<file path="config.mk">
export PLATFORM = sky130hd
export DESIGN_NAME = tbird_turn_ctrl
export DESIGN_NICKNAME = d
export VERILOG_FILES = /design/src/rtl/tbird_pkg.sv /design/src/rtl/tbird_prescaler.sv /design/src/rtl/tbird_turn_ctrl.sv
export SDC_FILE = /design/constraint.sdc
export NUM_CORES = 1
export LEC_CHECK = 0
export BUFFER_PORTS_ARGS = -buffer_cell sky130_fd_sc_hd__buf_2
export CAP_MARGIN = 15
export CORE_MARGIN = 2
export CORE_UTILIZATION = 50
export DETAILED_ROUTE_END_ITERATION = 7
export PLACE_DENSITY = 0.75
export SETUP_SLACK_MARGIN = 0.2
export SYNTH_ARGS = -nofsm -noshare
export SYNTH_HDL_FRONTEND = slang
export SYNTH_SLANG_ARGS = --single-unit
export TNS_END_PERCENT = 1
</file>
<file path="constraint.sdc">
create_clock -name CLK -period 1.75 [get_ports CLK]
set_input_delay 0 -clock CLK [delete_from_list [all_inputs] [get_ports CLK]]
set_output_delay 0 -clock CLK [all_outputs]
set_load 0.005 [all_outputs]
</file>
<file path="src/rtl/tbird_pkg.sv">
// Shared definitions for the T-bird tail-light sequencer: state encoding and lamp patterns.
package tbird_pkg;

    typedef enum logic [3:0] {
        IDLE  = 4'd0,
        L1    = 4'd1,
        L2    = 4'd2,
        L3    = 4'd3,
        L4    = 4'd4,
        R1    = 4'd5,
        R2    = 4'd6,
        R3    = 4'd7,
        R4    = 4'd8,
        H_ON  = 4'd9,
        H_OFF = 4'd10
    } state_t;

    // Index k holds the nibble for step Lk / Rk; lamps grow outward from the centre.
    localparam logic [4:1][3:0] LEFT_PAT  = {4'b1111, 4'b0111, 4'b0011, 4'b0001};
    localparam logic [4:1][3:0] RIGHT_PAT = {4'b1111, 4'b1110, 4'b1100, 4'b1000};

    localparam logic [7:0] LAMP_ALL = 8'hFF;
    localparam logic [7:0] LAMP_OFF = 8'h00;

endpackage

</file>
<file path="src/rtl/tbird_prescaler.sv">
// Lamp-step prescaler: counts 0..TICK_DIV-1 while enabled and flags the last count.
module tbird_prescaler #(
    parameter int TICK_DIV = 4
) (
    input  logic CLK,
    input  logic RST,
    input  logic EN,
    input  logic CLR,
    output logic TICK
);

    localparam int CNT_W = (TICK_DIV > 1) ? $clog2(TICK_DIV) : 1;
    localparam logic [CNT_W-1:0] LAST = CNT_W'(TICK_DIV - 1);

    logic [CNT_W-1:0] cnt;

    // A disabled prescaler sits at zero so a fresh request always sees full latency.
    always_ff @(posedge CLK) begin
        if (RST || CLR || !EN) begin
            cnt <= '0;
        end else if (cnt == LAST) begin
            cnt <= '0;
        end else begin
            cnt <= cnt + 1'b1;
        end
    end

    assign TICK = EN && (cnt == LAST);

endmodule

</file>
<file path="src/rtl/tbird_turn_ctrl.sv">
// T-bird tail-light sequencer: arbitrates hazard/turn/brake requests and drives the 8-lamp bus.
module tbird_turn_ctrl
    import tbird_pkg::*;
#(
    parameter int TICK_DIV = 4
) (
    input  logic       CLK,
    input  logic       RST,
    input  logic       LEFT_REQ,
    input  logic       RIGHT_REQ,
    input  logic       HAZ_REQ,
    input  logic       BRAKE,
    output logic [7:0] TLIGHT,
    output logic       BUSY,
    output logic       TICK
);

    state_t state;
    state_t next_state;
    logic   haz;
    logic   presc_en;
    logic   presc_clr;

    assign haz      = HAZ_REQ | (LEFT_REQ & RIGHT_REQ);
    assign presc_en = (state != IDLE) | LEFT_REQ | RIGHT_REQ | HAZ_REQ;

    tbird_prescaler #(
        .TICK_DIV(TICK_DIV)
    ) u_prescaler (
        .CLK (CLK),
        .RST (RST),
        .EN  (presc_en),
        .CLR (presc_clr),
        .TICK(TICK)
    );

    // Side not running a turn pattern shows the brake overlay; hazard states ignore the brake.
    function automatic logic [7:0] decode(input state_t s, input logic brk);
        logic [3:0] side;
        side = brk ? 4'b1111 : 4'b0000;
        case (s)
            L1:      decode = {LEFT_PAT[1], side};
            L2:      decode = {LEFT_PAT[2], side};
            L3:      decode = {LEFT_PAT[3], side};
            L4:      decode = {LEFT_PAT[4], side};
            R1:      decode = {side, RIGHT_PAT[1]};
            R2:      decode = {side, RIGHT_PAT[2]};
            R3:      decode = {side, RIGHT_PAT[3]};
            R4:      decode = {side, RIGHT_PAT[4]};
            H_ON:    decode = LAMP_ALL;
            H_OFF:   decode = LAMP_OFF;
            default: decode = {side, side};
        endcase
    endfunction

    always_comb begin
        next_state = state;
        presc_clr  = 1'b0;
        // Hazard preempts immediately and restarts the step timing from zero.
        if (haz && (state != H_ON) && (state != H_OFF)) begin
            next_state = H_ON;
            presc_clr  = 1'b1;
        end else if (TICK) begin
            case (state)
                IDLE: begin
                    if (LEFT_REQ)       next_state = L1;
                    else if (RIGHT_REQ) next_state = R1;
                end
                L1:      next_state = LEFT_REQ  ? L2 : IDLE;
                L2:      next_state = LEFT_REQ  ? L3 : IDLE;
                L3:      next_state = LEFT_REQ  ? L4 : IDLE;
                L4:      next_state = IDLE;
                R1:      next_state = RIGHT_REQ ? R2 : IDLE;
                R2:      next_state = RIGHT_REQ ? R3 : IDLE;
                R3:      next_state = RIGHT_REQ ? R4 : IDLE;
                R4:      next_state = IDLE;
                H_ON:    next_state = H_OFF;
                H_OFF:   next_state = haz ? H_ON : IDLE;
                default: next_state = IDLE;
            endcase
        end
    end

    always_ff @(posedge CLK) begin
        if (RST) begin
            state  <= IDLE;
            TLIGHT <= LAMP_OFF;
            BUSY   <= 1'b0;
        end else begin
            state  <= next_state;
            TLIGHT <= decode(next_state, BRAKE);
            BUSY   <= (next_state != IDLE);
        end
    end

endmodule

</file>
-- Word level (Yosys, flattened, before mapping)
Cells that the tools add are included.
- word-level logic and storage cells: 56
- register bits: 15
- output and inout port bits: 10
- input port bits: 6
- add/sub/neg operators: 1
- reduce and logical (&&, ||, !) cells: 10
- bitwise gates (word level): 5
- eq/ne operators: 21
- multiplexer cells: 15
- operator list (kind ; number):
    $pmux 8 s10 ; 1
    $pmux 4 s9 ; 1
    $eq 4x3->1 const B ; 7
    $mux 4 ; 7
    $eq 4x4->1 const B ; 5
    $eq 4x2->1 const B ; 4
    $mux 3 ; 3
    $eq 4x1->1 const B ; 2
    $ne 4x4->1 const B ; 2
    $reduce_bool 4->1 ; 2
    $logic_not 4->1 ; 1
    $mux 2 ; 2
    $or 1x1->1 ; 4
    $logic_and 1x1->1 ; 3
    $add 2x1->2 const B ; 1
    $eq 2x2->1 const B ; 1
    $logic_or 1x1->1 ; 2
    $reduce_or 2->1 ; 1
    $and 1x1->1 ; 1
    $logic_not 1->1 ; 1
    $mux 1 ; 1

-- Logic depth before layout (Yosys ltp)
- depth after elaboration: 9
- depth in mapped cells: 9
- gate-level depth less buffers: 7

-- Modules after synthesis
From an unflattened synthesis, not the netlist that was laid out.
- cells, all modules: 139
- area total of the unflattened synthesis: 1072.3 µm²
- by module, submodules not included (module ; times used ; sequential area each (µm²) ; cells an instance ; area each (µm²)):
    tbird_turn_ctrl ; 1 ; 260.2 ; 132 ; 987.2
    tbird_prescaler ; 1 ; 40.0 ; 7 ; 85.1

-- Worst setup path after synthesis
OpenSTA, ideal clock, no wires.
- path type: register to register
- start: reg state[1]
- end: reg TLIGHT[2]
- path buffers: 2
- stages on the path, launching flop included: 9
- setup time: 0.133 ns
- required time: 1.617 ns
- data arrival time: 1.707 ns
- slack: -0.090 ns
- period minus slack after synthesis: 1.840 ns
- cell sequence: dfxtp_1 > buf_6 > nor4b_1 > a311oi_1 > a311o_1 > buf_6 > a22o_1 > a21oi_2 > a31oi_1
- cells in the longest elaborated chain, start to end: 9
- elaborated cells between the ends (all ways): 34
- those cells by class: eq/ne: 20; mux: 6; bitwise: 3; reduce/logical: 5
- ends and longest elaborated chain (element ; RTL line ; RTL):
    start: declaration ; tbird_turn_ctrl.sv:18 ; state_t state;
    start signal: assignment ; tbird_turn_ctrl.sv:90 ; state <= next_state;
    $reduce_bool 4->1 ; tbird_turn_ctrl.sv:25 ; assign presc_en = (state != IDLE) | LEFT_REQ | RIGHT_REQ | HAZ_REQ;
    $or 1x1->1 (3 in series) ; tbird_turn_ctrl.sv:25 ;
    $logic_and 1x1->1 ; tbird_prescaler.sv:28 ; assign TICK = EN && (cnt == LAST);
    $mux 4 ; tbird_turn_ctrl.sv:63 ; end else if (TICK) begin
    $mux 4 * ; tbird_turn_ctrl.sv:60 ; if (haz && (state != H_ON) && (state != H_OFF)) begin
    $eq 4x4->1, or another cell as far along ; tbird_turn_ctrl.sv:41 ; case (s)
    $pmux 8 s10 * ; tbird_turn_ctrl.sv:41 ;
    end signal: assignment ; tbird_turn_ctrl.sv:91 ; TLIGHT <= decode(next_state, BRAKE);
    end: declaration ; tbird_turn_ctrl.sv:13 ; output logic [7:0] TLIGHT,
Mark *: on every way between the ends. The rest lies on a longest branch, timed or not.
A chain may end at the register's enable or synchronous reset.

-- Final worst setup path
- start: reg state[1]
- end: reg TLIGHT[1]
The elaborated chain is that of the path after synthesis.

==> results.toml <==
[worst_setup_path]
cpPeakStageDelay_ps = 440
required_ps = 1930
worstPathMaxFanout = 7
critical-path-top-delay-family = "compound AO/OA/AOI/OAI gates"
path_class = "reg -> reg"
cp.arrival_ps = 2320
slowest_stage = "dfxtp_4"
crit_chain = "buf_6 > or2b_1 > o21ai_0 > a21oi_1 > o221ai_4 > nor2_2 > buf_4 > o211ai_1 > a31oi_1"
crit_buf_inv = 2
startpoint_type = "register"
worst_setup_path_end_kind = "register"

[synth]
synth-edff-count = 0
ys_async_sr_fraction = 0
seq_area_frac_synth = 0.289
syn-cell-area_mm2 = 0.00104
yosysTopAreaCell = "dfxtp_1"
synth_fp_nets = 126
synth_common_cells = "15 x dfxtp_1, 12 x a21oi_1, 10 x nor2_1"
synth_flop_cell = "dfxtp_1"
ys_seq_elements = 15
synth_area_leaders = "dfxtp_1 29%, a21oi_1 5.8%, nor2_1 3.6%"
synth.avg_cell_area_um2 = 8.73
yosysMostFrequentCell = "dfxtp_1"
synth_cells = 119
synth_warnings = 0
netlist.area_leader.share = 0.289
yosys.cell_types.count = 52

[pwr]
finalPower_uw = 898
p_sw_frac = 0.322
p_clk_frac = 0.230
intPower_uw = 609
p_switching_uw = 289
peakVddDrop_uv = 580
p_leak_uw = 0.000659
p_comb_frac = 0.341
power_density_mw_per_mm2 = 561
seq_power_share = 0.430

[routing]
dr.pass1.iters = 5
vias = 1255
wirelength_um = 3570
drt_iter0_markers = 48
viasPerCell = 6.31
antenna_left = 0
wire_per_inst_um = 17.9
drc = 0

[cts]
clockBufferDepth = 2
tritoncts = "done"
clkTransAtPathRegs_ps = 90
insertion_delay_ps = 290
htree_levels = 1
cts-buffers-inserted = 3
hold_buffers = 0
clock-sinks = 15
cts_root_buf = "clkbuf_4"

[die]
io_pins = 16
design.die.area_mm2 = 0.00246
die_height_um = 49.6
initial_core_util = 0.529
rows = 16
core_area_mm2 = 0.00196
die_x_um = 49.6

[placement]
routabilityCongestion = 0.882
placedInstanceArea_mm2 = 0.00134
io_buffers = 15
hpwl_um = 2100

[finish]
fillers = 133
regArea_um2 = 313
multi_input_comb_area_um2 = 795
areaGrowthSynthToFinish_pct = 54.3
final_nets = 180
fin_area_mm2 = 0.00160
drive_above_1_share = 0.558
antenna_cells = 0

[global_route]
grt_pass1_vias = 1091
grt_max_degree = 15
antenna_found_initial = 0
grt_pass1_wl_um = 5300
track_usage = 0.282
grt-ovfl-total = 0

[hold_path]
min_path_type = "in -> reg"

[timing]
period_minus_slack_ps = 2130
tightest_slew_ps = 348
worst_slack_ps = -384
slew_viol_final = 0
rsz0062_at_grt = "yes"
hold_violations = 0
fin_skew_ps = 3.79
finalCritPeriodShare = 1.22
setup_viol = 10
timing.slew.headroom = 0.766
max_freq_ghz = 0.469

[run]
maxCapViolCount = 0

[status]
violations = "setup timing"
status = "finished, violations left"
## worst paths after layout
kind | end | cells after the start | start | slack [ps]
worst max-delay path | TLIGHT[1]$_SDFF_PP0_ | 9 | state[1]$_SDFF_PP0_ | -380
worst min-delay path | state[3]$_SDFF_PP0_ | 2 | RST | 80
worst min register to register | u_prescaler.cnt[0]$_SDFF_PP0_ | 1 | u_prescaler.cnt[0]$_SDFF_PP0_ | 600
worst max register to register | TLIGHT[1]$_SDFF_PP0_ | 9 | state[1]$_SDFF_PP0_ | -380
## worst reg2reg max path: cells and delay by family, from the launching register on
kind	cells	cell delay (ps)
AO/OA/AOI/OAI	5	1000
flip-flops	1	440
AND/OR/NAND/NOR	2	300
buffers and inverters	2	280
## placed cells by master, fill, tap and decap left out, types with 3 or more instances in the layout
cell / synthesis / layout
a21o_1: 4 / 3
a21oi_1: 12 / 12
a31oi_1: 4 / 4
buf_2: 4 / 15
buf_4: 2 / 39
buf_6: 2 / 5
clkbuf_4: 0 / 3
dfxtp_1: 15 / 11
dfxtp_4: 0 / 3
inv_1: 3 / 3
nand2_1: 6 / 6
nor2_1: 10 / 8
nor2_2: 2 / 3
nor3_2: 1 / 3
o21ai_0: 5 / 4
## cell families (layout without fill, tap and decap cells)
kind of cell	Yosys count	count (layout)	share of synthesized area
and+or+nand+nor	39	39	0.211
DFF	15	15	0.289
muxes	1	1	0.00964
adders and majority gates	1	1	0.0120
AOI/OAI and AO/OA	49	49	0.388
xor gates and xnor gates	1	1	0.0157
buffers and inverters	13	66	0.0747
## through the flow
step           cells  setup TNS [ps]  utilization  hold WS, ps  setup slack, ps
2_1_floorplan    119            -211            -         71.6            -48.3
3_3_place_gp     183           -2100        0.684          345             -272
3_5_place_dp     183           -2920        0.684          355             -418
4_1_cts          192           -1910        0.751         47.6             -236
5_1_grt          199           -4840        0.817         78.9             -554
6_report         199           -3300        0.817         76.3             -384
## per-layer routing
metal,vias to the layer above,GRT usage,part of all wire
met5,-,0,0
met4,0,0.144,0.040
met3,26,0.0606,0.083
met2,82,0.451,0.49
met1,589,0.355,0.39
li1,558,-,-
## sequential cells by signal, summed over array words and instances (netlist names)
signal and cells:
TLIGHT 8, state 4, u_prescaler.cnt 2, BUSY 1
## what timing repair did
action,4_1_cts,5_1_grt
resized for setup,18,16
setup endpoints to repair,14,14
pin swaps,8,14
buffers inserted,5,7
## layout make-up
| type | count | area share |
|---|---|---|
| repair buffers | 59 | 0.265 |
| inverters | 3 | 0.00703 |
| multi-input cells | 91 | 0.496 |
| clock buffers | 4 | 0.0164 |
| well taps | 27 | 0.0211 |
| flip-flops and latches | 15 | 0.195 |
## power groups by stage
stage / sequential [µW] / clock (µW) / combinational [µW]
after global placement: 390 / 0 / 237
after floorplan: 385 / 0 / 150
after detailed placement: 390 / 0 / 244
after global routing: 389 / 229 / 327
after CTS: 383 / 204 / 265
final: 386 / 206 / 306
Note: power is estimated with default switching activity, not from simulation.
